<file path="config.mk">
export PLATFORM = sky130hd
export DESIGN_NAME = instr_prefetch_queue
export DESIGN_NICKNAME = d
export VERILOG_FILES = /design/src/rtl/pipeline_pkg.sv /design/src/rtl/instr_fifo.sv /design/src/rtl/instr_prefetch_queue.sv
export SDC_FILE = /design/constraint.sdc
export NUM_CORES = 1
export LEC_CHECK = 0
export CAP_MARGIN = 40
export CORE_AREA = 2 2 205 207
export DETAILED_ROUTE_END_ITERATION = 16
export DIE_AREA = 0 0 207 209
export PLACE_DENSITY = 0.86
export SLEW_MARGIN = 20
export SYNTH_ARGS = -nofsm -noshare
export SYNTH_HDL_FRONTEND = slang
export SYNTH_SLANG_ARGS = --single-unit
</file>
<file path="constraint.sdc">
create_clock -name clk -period 10 [get_ports clk]
set_input_delay 3 -clock clk [delete_from_list [all_inputs] [get_ports clk]]
set_output_delay 3 -clock clk [all_outputs]
set_load 0.01 [all_outputs]
</file>
<file path="src/rtl/pipeline_pkg.sv">
// -----------------------------------------------------------------------------
// pipeline_pkg
//
// Definitions shared by the fetch-side pipeline blocks:
//   FETCH_XLEN    - PC/address width of the fetch datapath
//   NOP_INSTR     - encoding of ADDI x0,x0,0, driven to fetch when idle
//   fetch_entry_t - one prefetched instruction tagged with its PC
// -----------------------------------------------------------------------------
package pipeline_pkg;

  localparam int FETCH_XLEN = 64;

  localparam logic [31:0] NOP_INSTR = 32'h0000_0013;

  typedef struct packed {
    logic [FETCH_XLEN-1:0] pc;
    logic [31:0]           instr;
  } fetch_entry_t;

endpackage : pipeline_pkg

</file>
<file path="src/rtl/instr_fifo.sv">
// -----------------------------------------------------------------------------
// instr_fifo
//
// In-order circular buffer of fetch_entry_t used by instr_prefetch_queue.
// Pointers are $clog2(DEPTH) bits and wrap naturally, so DEPTH must be a
// power of two. The owner guarantees it never pushes into a full buffer
// without a simultaneous pop and never pops an empty one.
//
// Ports:
//   clk        in   clock
//   rst_n      in   asynchronous active-low reset
//   flush      in   drop all entries and reset both pointers (wins over push/pop)
//   push       in   write push_entry at the tail
//   push_entry in   entry to write
//   pop        in   remove the head entry
//   count      out  current occupancy, 0..DEPTH
//   head       out  entry at the head; meaningless while count == 0
// -----------------------------------------------------------------------------
module instr_fifo
  import pipeline_pkg::*;
#(
  parameter int DEPTH = 4,
  localparam int PW   = $clog2(DEPTH),
  localparam int CW   = $clog2(DEPTH) + 1
) (
  input  logic         clk,
  input  logic         rst_n,
  input  logic         flush,
  input  logic         push,
  input  fetch_entry_t push_entry,
  input  logic         pop,
  output logic [CW-1:0] count,
  output fetch_entry_t head
);

  localparam logic [PW-1:0] PTR_ONE = PW'(1);
  localparam logic [CW-1:0] CNT_ONE = CW'(1);

  logic [PW-1:0] head_ptr;
  logic [PW-1:0] tail_ptr;
  fetch_entry_t  slots [DEPTH];

  // NOTE: sequential state is updated with non-blocking assignments so every
  // flop samples the pre-edge value of its neighbours, independent of block order.
  always_ff @(posedge clk or negedge rst_n) begin
    if (!rst_n) begin
      head_ptr <= '0;
      tail_ptr <= '0;
      count    <= '0;
    end else if (flush) begin
      head_ptr <= '0;
      tail_ptr <= '0;
      count    <= '0;
    end else begin
      if (push) tail_ptr <= tail_ptr + PTR_ONE;
      if (pop)  head_ptr <= head_ptr + PTR_ONE;
      unique case ({push, pop})
        2'b10:   count <= count + CNT_ONE;
        2'b01:   count <= count - CNT_ONE;
        default: count <= count;  // idle, or push and pop cancel out
      endcase
    end
  end

  // NOTE: the storage array has no reset; an entry is only ever read after it
  // has been written, because occupancy is tracked by the reset counter above.
  always_ff @(posedge clk) begin
    if (push && !flush) slots[tail_ptr] <= push_entry;
  end

  assign head = slots[head_ptr];

endmodule : instr_fifo

</file>
<file path="src/rtl/instr_prefetch_queue.sv">
// -----------------------------------------------------------------------------
// instr_prefetch_queue
//
// Prefetch buffer between the instruction memory port and fetch. Issues
// sequential word-aligned requests ahead of consumption, queues the returned
// instructions with their PCs and hands them to fetch over a valid/ready
// handshake. A redirect flushes the queue, marks every in-flight response as
// stale and restarts prefetch at the (word-aligned) target.
//
// Request credit: a request is only issued while count + inflight < DEPTH, so
// every response, kept or discarded, always has a queue slot reserved for it.
//
// Build option:
//   PREFETCH_BYPASS_EN  when defined, a response arriving while the queue is
//                       empty and nothing is pending discard is presented to
//                       fetch in the same cycle (and not queued if consumed).
//                       When undefined, every instruction passes through the
//                       queue and the fetch outputs come from registered state.
//
// Parameters:
//   DEPTH     queue entries and maximum in-flight requests (power of two, >= 2)
//   XLEN      PC/address width; must equal pipeline_pkg::FETCH_XLEN
//   RESET_PC  first fetch address after reset
//
// Ports:
//   clk            in   clock
//   rst            in   asynchronous active-low reset
//   mem_req_valid  out  fetch request valid
//   mem_req_ready  in   memory accepts the request
//   mem_req_addr   out  request address, bits [1:0] always zero
//   mem_rsp_valid  in   in-order response valid, never backpressured
//   mem_rsp_data   in   returned instruction
//   redirect       in   single-cycle flush/restart pulse from decode
//   redirect_pc    in   restart target, bits [1:0] ignored
//   InstrValidF    out  head instruction valid
//   InstrReadyF    in   fetch consumes the head
//   InstrF         out  head instruction, NOP when not valid
//   PCF            out  head PC, zero when not valid
// -----------------------------------------------------------------------------
module instr_prefetch_queue
  import pipeline_pkg::*;
#(
  parameter int              DEPTH    = 4,
  parameter int              XLEN     = FETCH_XLEN,
  parameter logic [XLEN-1:0] RESET_PC = '0
) (
  input  logic            clk,
  input  logic            rst,
  output logic            mem_req_valid,
  input  logic            mem_req_ready,
  output logic [XLEN-1:0] mem_req_addr,
  input  logic            mem_rsp_valid,
  input  logic [31:0]     mem_rsp_data,
  input  logic            redirect,
  input  logic [XLEN-1:0] redirect_pc,
  output logic            InstrValidF,
  input  logic            InstrReadyF,
  output logic [31:0]     InstrF,
  output logic [XLEN-1:0] PCF
);

  localparam int              CW         = $clog2(DEPTH) + 1;
  localparam logic [CW:0]     CREDIT_MAX = (CW+1)'(DEPTH);
  localparam logic [CW-1:0]   CNT_ONE    = CW'(1);
  localparam logic [XLEN-1:0] PC_STEP    = XLEN'(4);
  localparam logic [XLEN-1:0] ALIGN_MASK = ~XLEN'(3);

  logic [XLEN-1:0] req_pc;    // next address to request
  logic [XLEN-1:0] rsp_pc;    // PC of the next response that will be kept
  logic [CW-1:0]   count;     // queue occupancy
  logic [CW-1:0]   inflight;  // accepted requests not yet answered
  logic [CW-1:0]   drop;      // in-flight responses still to be discarded

  logic [CW:0]     credit_used;
  logic            req_fire;
  logic            rsp_keep;
  logic            bypass;
  logic            bypass_take;
  logic            push;
  logic            pop;
  fetch_entry_t    push_entry;
  fetch_entry_t    head;

  // ---------------------------------------------------------------------------
  // Request issue
  // ---------------------------------------------------------------------------
  assign credit_used   = {1'b0, count} + {1'b0, inflight};
  // Gated by rst directly so no request is offered while reset is held.
  assign mem_req_valid = rst && !redirect && (credit_used < CREDIT_MAX);
  assign mem_req_addr  = req_pc;
  assign req_fire      = mem_req_valid && mem_req_ready;

  // ---------------------------------------------------------------------------
  // Response acceptance and optional same-cycle bypass
  // ---------------------------------------------------------------------------
  // A response in the redirect cycle belongs to the old stream.
  assign rsp_keep = mem_rsp_valid && (drop == '0) && !redirect;

`ifdef PREFETCH_BYPASS_EN
  assign bypass = rsp_keep && (count == '0);
`else
  assign bypass = 1'b0;
`endif

  assign bypass_take = bypass && InstrReadyF;
  assign push        = rsp_keep && !bypass_take;
  assign pop         = InstrReadyF && !redirect && (count != '0);
  assign push_entry  = '{pc: rsp_pc, instr: mem_rsp_data};

  instr_fifo #(
    .DEPTH (DEPTH)
  ) u_fifo (
    .clk        (clk),
    .rst_n      (rst),
    .flush      (redirect),
    .push       (push),
    .push_entry (push_entry),
    .pop        (pop),
    .count      (count),
    .head       (head)
  );

  // ---------------------------------------------------------------------------
  // Fetch-side outputs
  // ---------------------------------------------------------------------------
  // NOTE: every output gets a default before the conditional updates, so no
  // path through this block leaves a value unassigned and no latch is inferred.
  always_comb begin
    InstrValidF = 1'b0;
    InstrF      = NOP_INSTR;
    PCF         = '0;
    if (!redirect && (count != '0)) begin
      InstrValidF = 1'b1;
      InstrF      = head.instr;
      PCF         = head.pc;
    end else if (bypass) begin
      InstrValidF = 1'b1;
      InstrF      = mem_rsp_data;
      PCF         = rsp_pc;
    end
  end

  // ---------------------------------------------------------------------------
  // Credit, discard and PC tracking
  // ---------------------------------------------------------------------------
  always_ff @(posedge clk or negedge rst) begin
    if (!rst) begin
      req_pc   <= RESET_PC & ALIGN_MASK;
      rsp_pc   <= RESET_PC & ALIGN_MASK;
      inflight <= '0;
      drop     <= '0;
    end else begin
      // req_fire is already low in a redirect cycle.
      inflight <= inflight + CW'(req_fire) - CW'(mem_rsp_valid);

      if (redirect) begin
        req_pc <= redirect_pc & ALIGN_MASK;
        rsp_pc <= redirect_pc & ALIGN_MASK;
        // Every request still in flight now belongs to a dead stream. Pending
        // discards are already part of inflight, so the fresh discard count is
        // inflight less the response consumed this cycle; this keeps
        // back-to-back redirects from counting the same response twice.
        drop   <= inflight - CW'(mem_rsp_valid);
      end else begin
        if (req_fire) req_pc <= req_pc + PC_STEP;
        if (mem_rsp_valid) begin
          if (drop != '0) drop   <= drop - CNT_ONE;
          else            rsp_pc <= rsp_pc + PC_STEP;
        end
      end
    end
  end

endmodule : instr_prefetch_queue

</file>
After elaboration in Yosys (flattened, before gate mapping)

Memory sizes are Yosys's and may differ from the RTL's.
Index checks and enable logic that the tools add are counted.

Flip-flop bits (word level): 141
Bits in latches: 0
Bits in writable memories: 384
ROM bits: 0
Input port bits: 102
Output and inout port bits: 162
Logic and storage cells: 63
Memories: 1

Memories:

| memory       | words | bits a word | rd ports | clocked after Yosys merged registers in | wr ports | RTL line         | text |
|---|---|---|---|---|---|---|---|
| u_fifo.slots | 4     | 96          | 1        | 0                                       | 1        | instr_fifo.sv:41 | `fetch_entry_t slots [DEPTH];` |

Add/subtract/negate cells: 11
$mul: 0
Div/mod/pow operators: 0
$lt $le $gt $ge: 1
Equality and inequality tests: 3
Shift-type cells: 0
Multiplexer cells: 19
Bitwise operators: 0
Reduce and logical (&&, ||, !) cells: 21

Operator list:

| kind                                               | count |
|---|---|
| 2-to-1 mux 64 bit                                  | 6 |
| adder 64 x 3 -> 64 bit, second input constant      | 2 |
| 2-to-1 mux 32 bit                                  | 1 |
| 2-to-1 mux 3 bit                                   | 4 |
| nonzero test 2 bit                                 | 5 |
| logical AND 1 bit                                  | 9 |
| nonzero test 3 bit                                 | 3 |
| 2-to-1 mux 2 bit                                   | 4 |
| one-hot mux 3 bit (2 select lines)                 | 1 |
| subtractor 3 x 1 -> 3 bit                          | 2 |
| subtractor 3 x 1 -> 3 bit, second input constant   | 2 |
| adder 2 x 1 -> 2 bit, second input constant        | 2 |
| adder 3 x 3 -> 4 bit                               | 1 |
| < comparator 4 x 3 -> 1 bit, second input constant | 1 |
| AND reduction 2 bit                                | 2 |
| adder 3 x 1 -> 3 bit                               | 1 |
| adder 3 x 1 -> 3 bit, second input constant        | 1 |
| logical NOT 3 bit                                  | 1 |
| 2-to-1 mux 1 bit                                   | 3 |
| == test 2 x 1 -> 1 bit, second input constant      | 1 |
| == test 2 bit, second input constant               | 1 |
| inequality test 2 bit, second input constant       | 1 |
| logical NOT 1 bit                                  | 1 |

Logic depth before layout (Yosys ltp)

Gate-level depths: netlist (run 1).

Depth after elaboration: 6
Gate-level depth with buffers: 14
Gate-level depth less buffers: 11

Cells and area by module

Synthesis (run 1) repeated with hierarchy kept, for this count alone.

Cells, all modules: 1596
Area, all modules: 23241.0 µm²

Modules (own cells, without submodules):

| module               | times used | cells each | area each (µm²) | sequential area each (µm²) |
|---|---|---|---|---|
| instr_fifo           | 1          | 543        | 14257.4         | 11706.2 |
| instr_prefetch_queue | 1          | 1053       | 8983.6          | 3253.1 |

Worst setup path before layout (run 1)

No wires, ideal clock.

Path kind: input to output
From: input port redirect
To: output port InstrF[23]
Arrival time: 4.070 ns
Data required time: 7.000 ns
Path slack: 2.930 ns
Stages: 5
Buffers on the path: 2
Path through: or2_2 inv_1 clkbuf_1 clkbuf_1 and2_1

Cells in the longest elaborated chain, start to end: 3

Ends and longest elaborated chain:

| item               | RTL line                    | text |
|---|---|---|
| start: declaration | instr_prefetch_queue.sv:54  | `input logic redirect,` |
| logical NOT 1 bit  | instr_prefetch_queue.sv:132 | `if (!redirect && (count != '0)) begin` |
| logical AND 1 bit  | instr_prefetch_queue.sv:132 |  |
| 2-to-1 mux 32 bit  | instr_prefetch_queue.sv:132 |  |
| end: declaration   | instr_prefetch_queue.sv:58  | `output logic [31:0] InstrF,` |

Every way passes these cells.

Worst setup path in the final report (run 1)

From: input port redirect
To: output port PCF[18]

Cells in the longest elaborated chain, start to end: 3

Ends and longest elaborated chain:

| item              | RTL line                    | text |
|---|---|---|
| logical NOT 1 bit | instr_prefetch_queue.sv:132 |  |
| logical AND 1 bit | instr_prefetch_queue.sv:132 |  |
| 2-to-1 mux 64 bit | instr_prefetch_queue.sv:132 |  |
| end: declaration  | instr_prefetch_queue.sv:59  | `output logic [XLEN-1:0] PCF` |

Every way passes these cells.

==> flow_summary.yaml, run 1 <==
clock_network:
  numClockSinks: 513
  cts_hold_buf: 0
  clock_latency_ns: 0.59
  clock_path_buffers: 3
  cts_resized: 0
  h-tree-depth: 2
  cts-root-buf: "clkbuf_16"
  cts_setup_buffers: 0
  cts_tree: "yes"
  clk_pin_slew_ns: 0.06
  cts_buffers: 51
synth:
  synthAdderAreaFrac_pct: 0.9598
  yosysWarnings: 0
  synth_xor_area_share_pct: 3.398
  synthArstFlopShare_pct: 26.71
  synth_top_area_share_pct: 50.36
  synthSimpleGateAreaFrac_pct: 12.78
  avgSynthCellArea_um2: 14.73
  ys.flop_type: "edfxtp_1"
  synth_area_leaders: "edfxtp_1 (50%), dfrtp_1 (15%), mux4_2 (9.4%)"
  syn_inst: 1522
  synth_cell_type_count: 61
  synth-seq-area-share_pct: 65.65
  syn-cell-area_mm2: 0.02242
  ys_seq_elements: 513
  synth_edf_count: 376
  synth_top_cells_by_count: "edfxtp_1 (376), dfrtp_1 (137), nand2_1 (137)"
  synth_area_leader_cell: "edfxtp_1"
  synth_most_common_cell: "edfxtp_1"
  synth_top_family_by_area: "simple AND/OR/NAND/NOR gates"
  synth_mux_area_share_pct: 11.03
  synth_compound_area_share_pct: 4.302
grt:
  antenna_found_initial: 0
  overflow: 0
  grt_start_max_net_pins: 80
  grt_util_all_layers_pct: 26.01
  grt_pass1_wl_um: 86480
  grt_pass1_vias: 14539
power:
  switchingPower_mw: 1.353
  peakVddDrop_uv: 109.1
  p_seq_share_pct: 47.5
  powerDensity_mw_per_mm2: 197.5
  p_int_mw: 4.075
  switching_share_pct: 24.93
  combPwrFrac_pct: 15.4
  p_leak_nw: 9.363
  clkPwrFrac_pct: 37.1
detailed_routing:
  detail-route-antenna-nets: 0
  drt_iter0_markers: 1517
  wl_um: 56820
  firstDrtPassIters: 8
  routedWlPerCell_um: 23.99
  vias_per_cell: 6.203
  post-route-drc-count: 0
  num_vias: 14696
sta:
  period_needed_ns: 8.393
  setup_violations: 0
  finalClockSkew_ns: 0.02845
  finalMaxSlewViolations: 0
  worstMarginPinSlew_ns: 0.7749
  rsz0062_at_grt: "no"
  hold_viol: 0
  fmax_mhz: 119.1
  relSlewSlack_pct: 48.34
  post-route-period-util_pct: 83.93
  fin_setup_tns_ns: 0
  holdWs_ns: 0.5640
layout:
  n_antenna_cell: 0
  area_growth_syn_to_layout_pct: 22.60
  final_util_pct: 66.58
  fin_nets: 1907
  fin_area_mm2: 0.02749
  drive_gt1_share_pct: 14.37
place:
  dp_hpwl_um: 37240
  post_dp_cell_area_mm2: 0.02558
  place.gp.congestion: 0.9600
  io_buffer_count: 257
critical_path:
  cp_slowest_stage_delay_ns: 0.59
  worstReg2RegEnd: "u_fifo.slots[0][3]"
  crit_top_cell: "buf_4"
  rrSetupSlack_ns: 6.62
  r2r_start: "drop[0]"
  cp.arrival_ns: 5.39
  cp_slowest_cell: "clkdlybuf4s50_1"
  cp-start-kind: "input port"
  ff2ff_path_depth: 8
  cp_max_fo: 54
  worstSetupPathType: "in -> out"
  required_ns: 7.00
  crit_chain: "buf_4, or2_2, inv_2, buf_4, and2_1, clkdlybuf4s50_1"
  end_kind: "primary output"
floorplanning:
  die_y_um: 209
  rows: 75
  coreArea_mm2: 0.04129
  die_area_mm2: 0.04326
  die_w_um: 207
  start_util_pct: 54.30
  io_pins: 264
hold_path:
  min_from: "mem_req_addr[20]"
  holdPathEnd: "mem_req_addr[20]"
  hold_depth: 1
  hold_class: "reg -> reg"
outcome:
  outcome: "finished, final reports clean"
job:
  max_cap_violations: 0
-- routing by layer --
metal	part of all wire (%)	vias up	track usage [%]
met5	0	-	0
met3	8.4	145	3.998
li1	-	6351	-
met4	3.8	0	10.69
met2	47	828	40.76
met1	40	7372	36.94
-- flip-flops by register name, summed over array words and instances, names as in the netlist --
signal,count
rsp_pc,62
inflight,3
mem_req_addr,62
u_fifo.slots,376
u_fifo.tail_ptr,2
u_fifo.head_ptr,2
u_fifo.count,3
drop,3
-- cells by family (layout without fill, tap and decap cells) --
family,after synthesis,after routing
XOR/XNOR,87,87
AO/OA/AOI/OAI,157,157
AND/OR/NAND/NOR,523,523
adder cells (fa/ha/maj),16,16
flip-flops,513,513
other,1,4
multiplexers,126,126
buffers and inverters,99,404
-- through the flow --
stage	power [mW]	setup WS, ns	cells
after global placement	3.398	1.600	2265
final	5.428	1.607	2369
after detailed placement	3.441	1.525	2270
after CTS	5.455	1.527	2364
after floorplan	3.039	2.930	1525
after global routing	5.616	1.394	2369
-- placed cells by master, fill, tap and decap left out, types with 26 or more instances in the layout --
| cell type | netlist | routed |
|---|---|---|
| and2_1 | 105 | 105 |
| clkbuf_16 | 0 | 53 |
| clkdlybuf4s50_1 | 0 | 255 |
| dfrtp_1 | 137 | 135 |
| edfxtp_1 | 376 | 376 |
| inv_1 | 28 | 26 |
| mux2_2 | 28 | 28 |
| mux4_2 | 94 | 94 |
| nand2_1 | 137 | 137 |
| nand3_1 | 65 | 65 |
| nand4_1 | 39 | 39 |
| nor2_1 | 59 | 59 |
| o21ai_0 | 65 | 65 |
| xnor2_1 | 55 | 55 |
| xor2_1 | 32 | 32 |
-- how the worst max path moves through the flow --
stage                      end  cells past startpoint  startpoint
global placement       PCF[20]                      6    redirect
floorplan           InstrF[23]                      5    redirect
finish                 PCF[18]                      6    redirect
detailed placement     PCF[18]                      6    redirect
CTS                    PCF[18]                      6    redirect
global route           PCF[18]                      6    redirect
-- worst max-delay path, delay by kind of cell --
kind          cells  cell delay, ns
simple gates      2            0.56
buf+inv           4            1.78
-- layout make-up --
class | count | area, µm²
Tap cell | 539 | 674.4
Timing Repair Buffer | 282 | 2878
Multi-Input combinational cell | 913 | 7316
Fill cell | 2777 | 13800
Clock inverter | 27 | 350.3
Inverter | 28 | 105.1
Clock buffer | 67 | 1439
Sequential cell | 513 | 14730
-- power groups by stage --
stage                     clock [mW]  sequential [mW]  combinational, mW
final                           2.01             2.58              0.838
after CTS                       2.04             2.57              0.841
after detailed placement           0             2.61              0.829
after global routing            2.12             2.59              0.902
after floorplan                    0             2.57              0.468
after global placement             0             2.60              0.800
No activity file was read; power rests on OpenSTA's default activity.
==> run 2: changes to the inputs <==
--- a/config.mk
+++ b/config.mk
@@ -6,10 +6,10 @@
 export NUM_CORES = 1
 export LEC_CHECK = 0
 export CAP_MARGIN = 40
-export CORE_AREA = 2 2 205 207
+export CORE_AREA = 2 2 213 215
 export DETAILED_ROUTE_END_ITERATION = 16
-export DIE_AREA = 0 0 207 209
-export PLACE_DENSITY = 0.86
+export DIE_AREA = 0 0 215 217
+export PLACE_DENSITY = 0.84
 export SLEW_MARGIN = 20
 export SYNTH_ARGS = -nofsm -noshare
 export SYNTH_HDL_FRONTEND = slang
==> constraint.sdc (replaced) <==
create_clock -name clk -period 7.7 [get_ports clk]
set_input_delay 2.31 -clock clk [delete_from_list [all_inputs] [get_ports clk]]
set_output_delay 2.31 -clock clk [all_outputs]
set_load 0.01 [all_outputs]
==> run 2 against run 1 <==
Effect of this change:
- largest cell class unchanged
- utilization is 5.1 points lower
- combinational power rose by 28%
- sequential cell count is the same
- non-clock buffer count is 2 lower
- global-route usage down 1.7 points
- design area about the same
- largest power group unchanged
- power grew 28%
- critical path depth stayed put
- worst setup slack got worse by 0.56 ns
- sequential share of layout area is essentially flat
==> flow_summary.yaml, run 2 (same netlist as run 1, synthesis figures left out) <==
outcome:
  outcome: "finished, final reports clean"
clock_network:
  cts_tree: "yes"
  numClockSinks: 513
  clock_latency_ns: 0.60
  h-tree-depth: 2
  cts_resized: 0
  clock_path_buffers: 3
  cts_hold_buf: 0
  cts_setup_buffers: 0
  cts_buffers: 52
  cts-root-buf: "clkbuf_16"
  clk_pin_slew_ns: 0.06
grt:
  antenna_found_initial: 2
  grtUsageMet2_pct: 39.04
  grt_use_met1_pct: 33.72
  grt_start_max_net_pins: 68
  busiest_layer: "met2"
  grt_pass1_vias: 14572
  overflow: 0
  grt_use_met3_pct: 4.151
  grt_util_all_layers_pct: 24.27
  grt_pass1_wl_um: 86490
layout:
  largest_reg_flops: 376
  n_antenna_cell: 0
  area_growth_syn_to_layout_pct: 22.53
  fin_area_mm2: 0.02747
  largest_register: "u_fifo.slots"
  fin_nets: 1906
  multi_input_area_mm2: 0.007316
  regArea_mm2: 0.01473
  drive_gt1_share_pct: 14.53
  layout_common_cells: "edfxtp_1 (376), clkdlybuf4s50_1 (255), nand2_1 (137), dfrtp_1 (135), and2_1 (105)"
  final_util_pct: 61.47
  final_common_cell: "edfxtp_1"
  nFillCells: 3313
detailed_routing:
  vias_per_cell: 6.004
  routedWlPerCell_um: 23.20
  drt_iter0_markers: 1484
  num_vias: 14596
  post-route-drc-count: 0
  wl_um: 56400
  firstDrtPassIters: 7
  detail-route-antenna-nets: 0
place:
  post_dp_cell_area_mm2: 0.02576
  io_buffer_count: 257
  place.gp.congestion: 0.9352
  dp_hpwl_um: 37210
sta:
  holdWs_ns: 0.5539
  period_needed_ns: 6.658
  post-route-period-util_pct: 86.46
  finalMaxSlewViolations: 0
  finalClockSkew_ns: 0.02791
  setup_violations: 0
  fmax_mhz: 150.2
  hold_viol: 0
  rsz0062_at_grt: "no"
  fin_setup_tns_ns: 0
  relSlewSlack_pct: 44.39
  worstMarginPinSlew_ns: 0.8265
power:
  p_int_mw: 5.157
  clkPwrFrac_pct: 36.2
  switching_share_pct: 25.58
  p_leak_nw: 9.359
  combPwrFrac_pct: 15.4
  switchingPower_mw: 1.773
  p_seq_share_pct: 48.4
  powerDensity_mw_per_mm2: 252.2
  peakVddDrop_uv: 129.6
critical_path:
  cp_slowest_cell: "clkdlybuf4s50_1"
  crit_chain: "buf_4, or2_2, inv_2, buf_12, and2_1, clkdlybuf4s50_1"
  cp_num_buf_inv: 4
  required_ns: 5.39
  end_kind: "primary output"
  cp-start-kind: "input port"
  cp_max_fo: 58
  cp.arrival_ns: 4.35
  cp_slowest_stage_delay_ns: 0.54
  critPathTopFamily: "buffers and inverters"
  worstSetupPathType: "in -> out"
floorplanning:
  die_w_um: 215
  io_pins: 264
  die_area_mm2: 0.04666
  start_util_pct: 50.16
  coreArea_mm2: 0.04470
  die_y_um: 217
  rows: 78
job:
  max_cap_violations: 0
hold_path:
  hold_class: "reg -> reg"
==> run 2: cell count changes in the layout (fill, tap and decap cells not counted), sizes merged <==
cell           delta
clkinv           +11
clkinvlp          -7
bufinv            -5
clkbuf            +2
inv               +2
buf               -1
clkdlybuf4s15     -1
==> run 2: layer usage <==
layer / wire length [µm] / vias up
met2: 26570 / 820
met5: 0 / -
met1: 23320 / 7315
li1: - / 6335
met4: 1822 / 0
met3: 4674 / 126
==> run 2: final timing paths <==
check	start	end	slack, ns	depth (start not counted)
hold / removal	inflight[0]	inflight[0]	0.55	1
setup reg to reg	u_fifo.count[1]	u_fifo.count[2]	4.48	10
hold reg to reg	inflight[0]	inflight[0]	0.55	1
setup / recovery	redirect	PCF[18]	1.04	6
min in group asynchronous	rst	mem_req_addr[19]	1.58	1
max in group asynchronous	rst	rsp_pc[43]	5.18	3
==> run 2: stage by stage <==
step           std cells  worst slack (ns)  power [mW]
2_1_floorplan       1525             1.838       3.947
5_1_grt             2431            0.8949       7.176
3_5_place_dp        2334             1.016       4.472
4_1_cts             2431             1.003       6.973
3_3_place_gp        2329             1.110       4.422
6_report            2431             1.042       6.930
==> run 2: final cells by class <==
| cell class | count | share of cell area [%] |
|---|---|---|
| tap | 600 | 2.732 |
| sequential | 513 | 53.60 |
| timing repair buffer | 280 | 10.41 |
| multi-input combinational | 913 | 26.63 |
| clock buffer | 69 | 5.374 |
| inverter | 28 | 0.3825 |
| clock inverter | 28 | 0.8698 |
==> run 2: power by group through the flow <==
stage / Combinational [mW] / Clock (mW) / Sequential, mW
floorplan: 0.607 / 0 / 3.34
detailed placement: 1.07 / 0 / 3.40
global route: 1.16 / 2.64 / 3.38
CTS: 1.08 / 2.54 / 3.35
finish: 1.07 / 2.51 / 3.35
global placement: 1.03 / 0 / 3.39
==> run 3: changes to the inputs <==
--- a/config.mk
+++ b/config.mk
@@ -6,11 +6,12 @@
 export NUM_CORES = 1
 export LEC_CHECK = 0
 export CAP_MARGIN = 40
-export CORE_AREA = 2 2 213 215
+export CORE_AREA = 2 2 217 219
 export DETAILED_ROUTE_END_ITERATION = 16
-export DIE_AREA = 0 0 215 217
+export DIE_AREA = 0 0 219 221
 export PLACE_DENSITY = 0.84
 export SLEW_MARGIN = 20
 export SYNTH_ARGS = -nofsm -noshare
 export SYNTH_HDL_FRONTEND = slang
+export SYNTH_HIERARCHICAL = 1
 export SYNTH_SLANG_ARGS = --single-unit
==> run 3 against run 2 <==
Effect of this change:
- register-to-register slack worse by 0.29 ns
- count of clock-buffer cells in the layout unchanged
- routed wire length up 4.0%
- cell count up 3.9%
- highest routed layer unchanged
- critical path type unchanged
- non-clock buffer count up 12
==> flow_summary.yaml, run 3 <==
outcome:
  outcome: "finished, final reports clean"
clock_network:
  cts_buffers: 50
  cts_hold_buf: 0
  clk_pin_slew_ns: 0.07
  numClockSinks: 521
  h-tree-depth: 2
  cts_tree: "yes"
  cts_resized: 0
  clock_path_buffers: 3
  cts_setup_buffers: 0
  clock_latency_ns: 0.61
  cts-root-buf: "clkbuf_16"
place:
  place.detailed.instances: 2431
  post_dp_cell_area_mm2: 0.02668
  dp_slack_ns: 1.286
  dp_hpwl_um: 39700
  io_buffer_count: 259
  place.gp.congestion: 0.9506
grt:
  grt_pass1_vias: 15443
  grt_util_all_layers_pct: 24.34
  overflow: 0
  antenna_found_initial: 2
  grt_pass1_wl_um: 90310
  grt_start_max_net_pins: 69
sta:
  holdWs_ns: 0.5519
  relSlewSlack_pct: 34.46
  hold_viol: 0
  post-route-period-util_pct: 82.83
  worstMarginPinSlew_ns: 0.9741
  rsz0062_at_grt: "no"
  finalMaxSlewViolations: 0
  fmax_mhz: 156.8
  period_needed_ns: 6.378
  fin_setup_tns_ns: 0
  fin_ws_ns: 1.322
  finalClockSkew_ns: 0.03539
  setup_violations: 0
synth:
  synth_top_cells_by_count: "edfxtp_1 (384), dfrtp_1 (137), nand2_1 (111)"
  syn_inst: 1596
  synth_edf_count: 384
  avgSynthCellArea_um2: 14.56
  synth_top_area_share_pct: 49.62
  synth_area_leader_cell: "edfxtp_1"
  synth_most_common_cell: "edfxtp_1"
  syn-cell-area_mm2: 0.02324
  synth-seq-area-share_pct: 64.37
  yosysWarnings: 6
  synth_area_leaders: "edfxtp_1 (50%), dfrtp_1 (15%), mux4_2 (9.3%)"
  synthArstFlopShare_pct: 26.30
  ys.flop_type: "edfxtp_1"
  synth_cell_type_count: 66
  ys_seq_elements: 521
layout:
  final_util_pct: 61.65
  instances_no_fill: 2525
  area_growth_syn_to_layout_pct: 22.19
  nFillCells: 3337
  n_antenna_cell: 0
  multi_input_area_mm2: 0.007874
  layout_common_cells: "edfxtp_1 (384), clkdlybuf4s50_1 (257), dfrtp_1 (135), nand2_1 (111), and2_1 (103)"
  final_common_cell: "edfxtp_1"
  largest_register: "u_fifo/slots"
  drive_gt1_share_pct: 13.35
  regArea_mm2: 0.01497
  fin_area_mm2: 0.02840
  fin_nets: 1996
  largest_reg_flops: 384
power:
  clkPwrFrac_pct: 37.4
  p_leak_nw: 9.527
  p_int_mw: 4.987
  p_seq_share_pct: 50.5
  total_power_mw: 6.624
  peakVddDrop_uv: 194.1
  combPwrFrac_pct: 12.0
  switching_share_pct: 24.71
  powerDensity_mw_per_mm2: 233.3
  switchingPower_mw: 1.637
hold_path:
  hold_class: "reg -> reg"
critical_path:
  cp_max_fo: 68
  cp-start-kind: "input port"
  cp.arrival_ns: 4.07
  end_kind: "primary output"
  required_ns: 5.39
  worstSetupPathType: "in -> out"
floorplanning:
  coreArea_mm2: 0.04606
  die_area_mm2: 0.04840
  start_util_pct: 50.46
  io_pins: 264
  die_y_um: 221
  rows: 79
  die_w_um: 219
detailed_routing:
  num_vias: 15501
  firstDrtPassIters: 5
  drt_iter0_markers: 1567
  wl_um: 58650
  vias_per_cell: 6.139
  routedWlPerCell_um: 23.23
  post-route-drc-count: 0
  detail-route-antenna-nets: 0
job:
  max_cap_violations: 0
run 3: final timing paths:
kind / to / slack [ns] / cells past startpoint / startpoint
worst max-delay path: PCF[16] / 1.32 / 5 / redirect
worst min-delay path: inflight[2] / 0.55 / 1 / inflight[2]
worst max register to register: u_fifo/slots[0][12] / 4.19 / 7 / drop[0]
worst min register to register: inflight[2] / 0.55 / 1 / inflight[2]
max in group asynchronous: mem_req_addr[36] / 5.17 / 2 / rst
min in group asynchronous: mem_req_addr[34] / 1.63 / 1 / rst
run 3: layer usage:
layer	vias up	global-route usage [%]	share of wire, %
met5	-	0	0
met4	0	8.370	3.1
met3	131	4.371	8.0
met2	810	37.48	46
met1	7774	35.18	42
li1	6786	-	-
run 3: cell type report:
class	instances	share of cell area, %
multi-input cells	983	27.73
well taps	607	2.674
inverters	30	0.3965
clock buffers	69	4.992
flip-flops and latches	521	52.70
clock inverters	23	0.8856
repair buffers	292	10.62
run 3: logic make-up after synthesis:
logic type / synth area share [%]
flops: 64.37
buf+inv: 1.976
other cells: 0.01614
mux: 11.17
compound gates: 4.307
xor+xnor: 2.374
fa+ha+maj: 0.9260
simple gates: 14.87
run 3: worst max-delay path, cell delays in order:
cell and delay [ns]:
buf_4 0.19, nor2_4 0.46, buf_12 0.31, and2_1 0.20, clkdlybuf4s50_1 0.57
run 3: power by group through the flow:
stage               logic, mW  clock network, mW  registers, mW
detailed placement      0.793                  0           3.40
CTS                     0.799               2.52           3.34
global route            0.867               2.63           3.37
global placement        0.767                  0           3.39
finish                  0.797               2.48           3.35
floorplan               0.428                  0           3.35
==> variant, RTL diff (config.mk and constraints of run 1) <==
Add a define of `PREFETCH_BYPASS_EN`.
--- a/src/rtl/instr_prefetch_queue.sv
+++ b/src/rtl/instr_prefetch_queue.sv
@@ -39,2 +39,4 @@
 // -----------------------------------------------------------------------------
+`define PREFETCH_BYPASS_EN
+
 module instr_prefetch_queue
Check against the original RTL: not equivalent (a bounded check fails within 4 cycles, from zero or initial values and one cycle with rst low).
==> variant against run 1 <==
Register-to-register slack got worse by 70 ps. Combinational power increased by 47%. Total power increased by 3.6%. Non-clock buffer count increased by 9. Core utilization decreased by 0.38 points. Worst setup slack got worse by 290 ps. Cell area decreased by 0.56%. Die area unchanged. Sequential power about the same. Count of clock-buffer cells in the layout decreased by 6. Wire length increased by 1.6%. Synthesized area decreased by 0.10%. Sequential cell count unchanged. Largest cell class unchanged.
==> variant: results (changes against run 1) <==
* Drt initial violations at 1563 (was 1517)
* Synth top cells by count: edfxtp_1 (376), dfrtp_1 (137), nand2_1 (124) (was edfxtp_1 (376), dfrtp_1 (137), nand2_1 (137))
* Seq/Total Area, Yosys at 0.6571 (was 0.6565)
* Fillers at 2839 (was 2777)
* Arr. time, crit path at 5680 ps (was 5390 ps)
* Max Clock Skew at 19.69 ps (was 28.45 ps)
* Sw Ratio at 0.2755 (was 0.2493)
* Status: finished, final reports clean (unchanged)
* Initial antenna violation count at 1 (was 0)
* Largest net degree at the start of global routing at 86 (was 80)
* Met3 Usage GRT at 0.05410 (was 0.03998)
* Reg2reg start: u_fifo.count[2]$_DFFE_PN0P_ (was drop[0]$_DFFE_PN0P_)
* VDD IR max at 0.1190 mV (was 0.1091 mV)
* Routability congestion estimate at 0.8824 (was 0.9600)
* Drt via density at 6.419 (was 6.203)
* First-pass GRT wire length at 87.80 mm (was 86.48 mm)
* Post-detail-place hpwl at 37.11 mm (was 37.24 mm)
* First drt pass iteration count at 7 (was 8)
* Post-CTS Setup Bufs at 0 (unchanged)
* Reg2reg setup slack at 6550 ps (was 6620 ps)
* Pleak at 9.335 nW (was 9.363 nW)
* Wire length per cell at 24.61 um (was 23.99 um)
* Capturing point of the worst reg2reg path: mem_req_addr[58]$_DFFE_PN0N_ (was u_fifo.slots[0][3]$_DFFE_PP_)
* CP Max Fanout at 25 (was 54)
* Post-synth cell types at 56 (was 61)
* Grt met1 use at 0.3777 (was 0.3694)
* Met2 Use GR at 0.4086 (was 0.4076)
* Worst slack, placed at 1355 ps (was 1525 ps)
* Layout cell share with drive strength beyond 1 at 0.1319 (was 0.1437)
* Area contributors post-synth: edfxtp_1 (50%), dfrtp_1 (15%), mux4_2 (9.5%), a22o_1 (3.4%), nand2_1 (2.1%) (was edfxtp_1 (50%), dfrtp_1 (15%), mux4_2 (9.4%), and2_1 (2.9%), nand2_1 (2.3%))
* Worst Reg-to-Reg Cells at 10 (was 8)
* GRT Util Overall at 0.2642 (was 0.2601)
variant: layout make-up:
| cell class | instances | area, um2 | share of cell area |
|---|---|---|---|
| Clock inverter | 35 | 235.2 | 0.008606 |
| Antenna cell | 2 | 5.005 | 0.0001831 |
| Sequential cell | 513 | 14730 | 0.5388 |
| Tap cell | 539 | 674.4 | 0.02467 |
| Clock buffer | 61 | 1355 | 0.04957 |
| Inverter | 22 | 82.58 | 0.003021 |
| Multi-Input combinational cell | 883 | 7286 | 0.2665 |
| Timing Repair Buffer | 291 | 2969 | 0.1086 |
variant: how the worst max path moves through the flow:
| stage | startpoint | to | slack (ps) |
|---|---|---|---|
| after floorplan | mem_rsp_valid | PCF[41] | 2550 |
| after global placement | mem_rsp_valid | PCF[49] | 1370 |
| after detailed placement | mem_rsp_valid | PCF[49] | 1360 |
| after CTS | mem_rsp_valid | PCF[49] | 1330 |
| after global routing | mem_rsp_valid | PCF[51] | 1250 |
| final | mem_rsp_valid | PCF[49] | 1320 |
variant: metal layers:
| layer | vias to the layer above | wire (um) |
|---|---|---|
| li1 | 6474 | - |
| met1 | 7566 | 23080 |
| met2 | 908 | 27340 |
| met3 | 111 | 5653 |
| met4 | 0 | 1659 |
| met5 | - | 0 |
variant: metrics by stage:
| stage | area, um2 | cells | hold slack, ps | util | power, mW |
|---|---|---|---|---|---|
| after floorplan | 22410 | 1503 | 501.0 | - | 3.257 |
| after global placement | 25510 | 2233 | 510.9 | 0.6178 | 3.791 |
| after detailed placement | 25650 | 2241 | 526.5 | 0.6211 | 3.839 |
| after CTS | 27240 | 2337 | 541.9 | 0.6596 | 5.648 |
| after global routing | 27330 | 2344 | 575.3 | 0.6619 | 5.837 |
| final | 27330 | 2346 | 556.0 | 0.6620 | 5.622 |
variant: logic make-up (layout without fill, tap and decap cells):
logic type / after synthesis / in the layout / synth area share
AND/OR/NAND/NOR: 390 / 390 / 0.09061
other: 1 / 6 / 0.0001674
buffers and inverters: 107 / 409 / 0.01922
XOR/XNOR: 78 / 78 / 0.03050
adder cells (fa/ha/maj): 16 / 16 / 0.009608
multiplexers: 116 / 116 / 0.1052
flip-flops: 513 / 513 / 0.6571
AO/OA/AOI/OAI: 279 / 279 / 0.08753
variant: power by group through the flow:
stage	combinational (mW)	clock, mW	sequential [mW]
2_1_floorplan	0.699	0	2.56
3_3_place_gp	1.16	0	2.63
3_5_place_dp	1.23	0	2.61
4_1_cts	1.24	1.84	2.57
5_1_grt	1.32	1.93	2.59
6_report	1.23	1.82	2.57
variant: critical path, stage by stage:
cell and delay, ps:
clkdlybuf4s50_1 590, nand3b_1 410, nor3_2 380, buf_4 420, a22o_1 300, clkdlybuf4s50_1 580
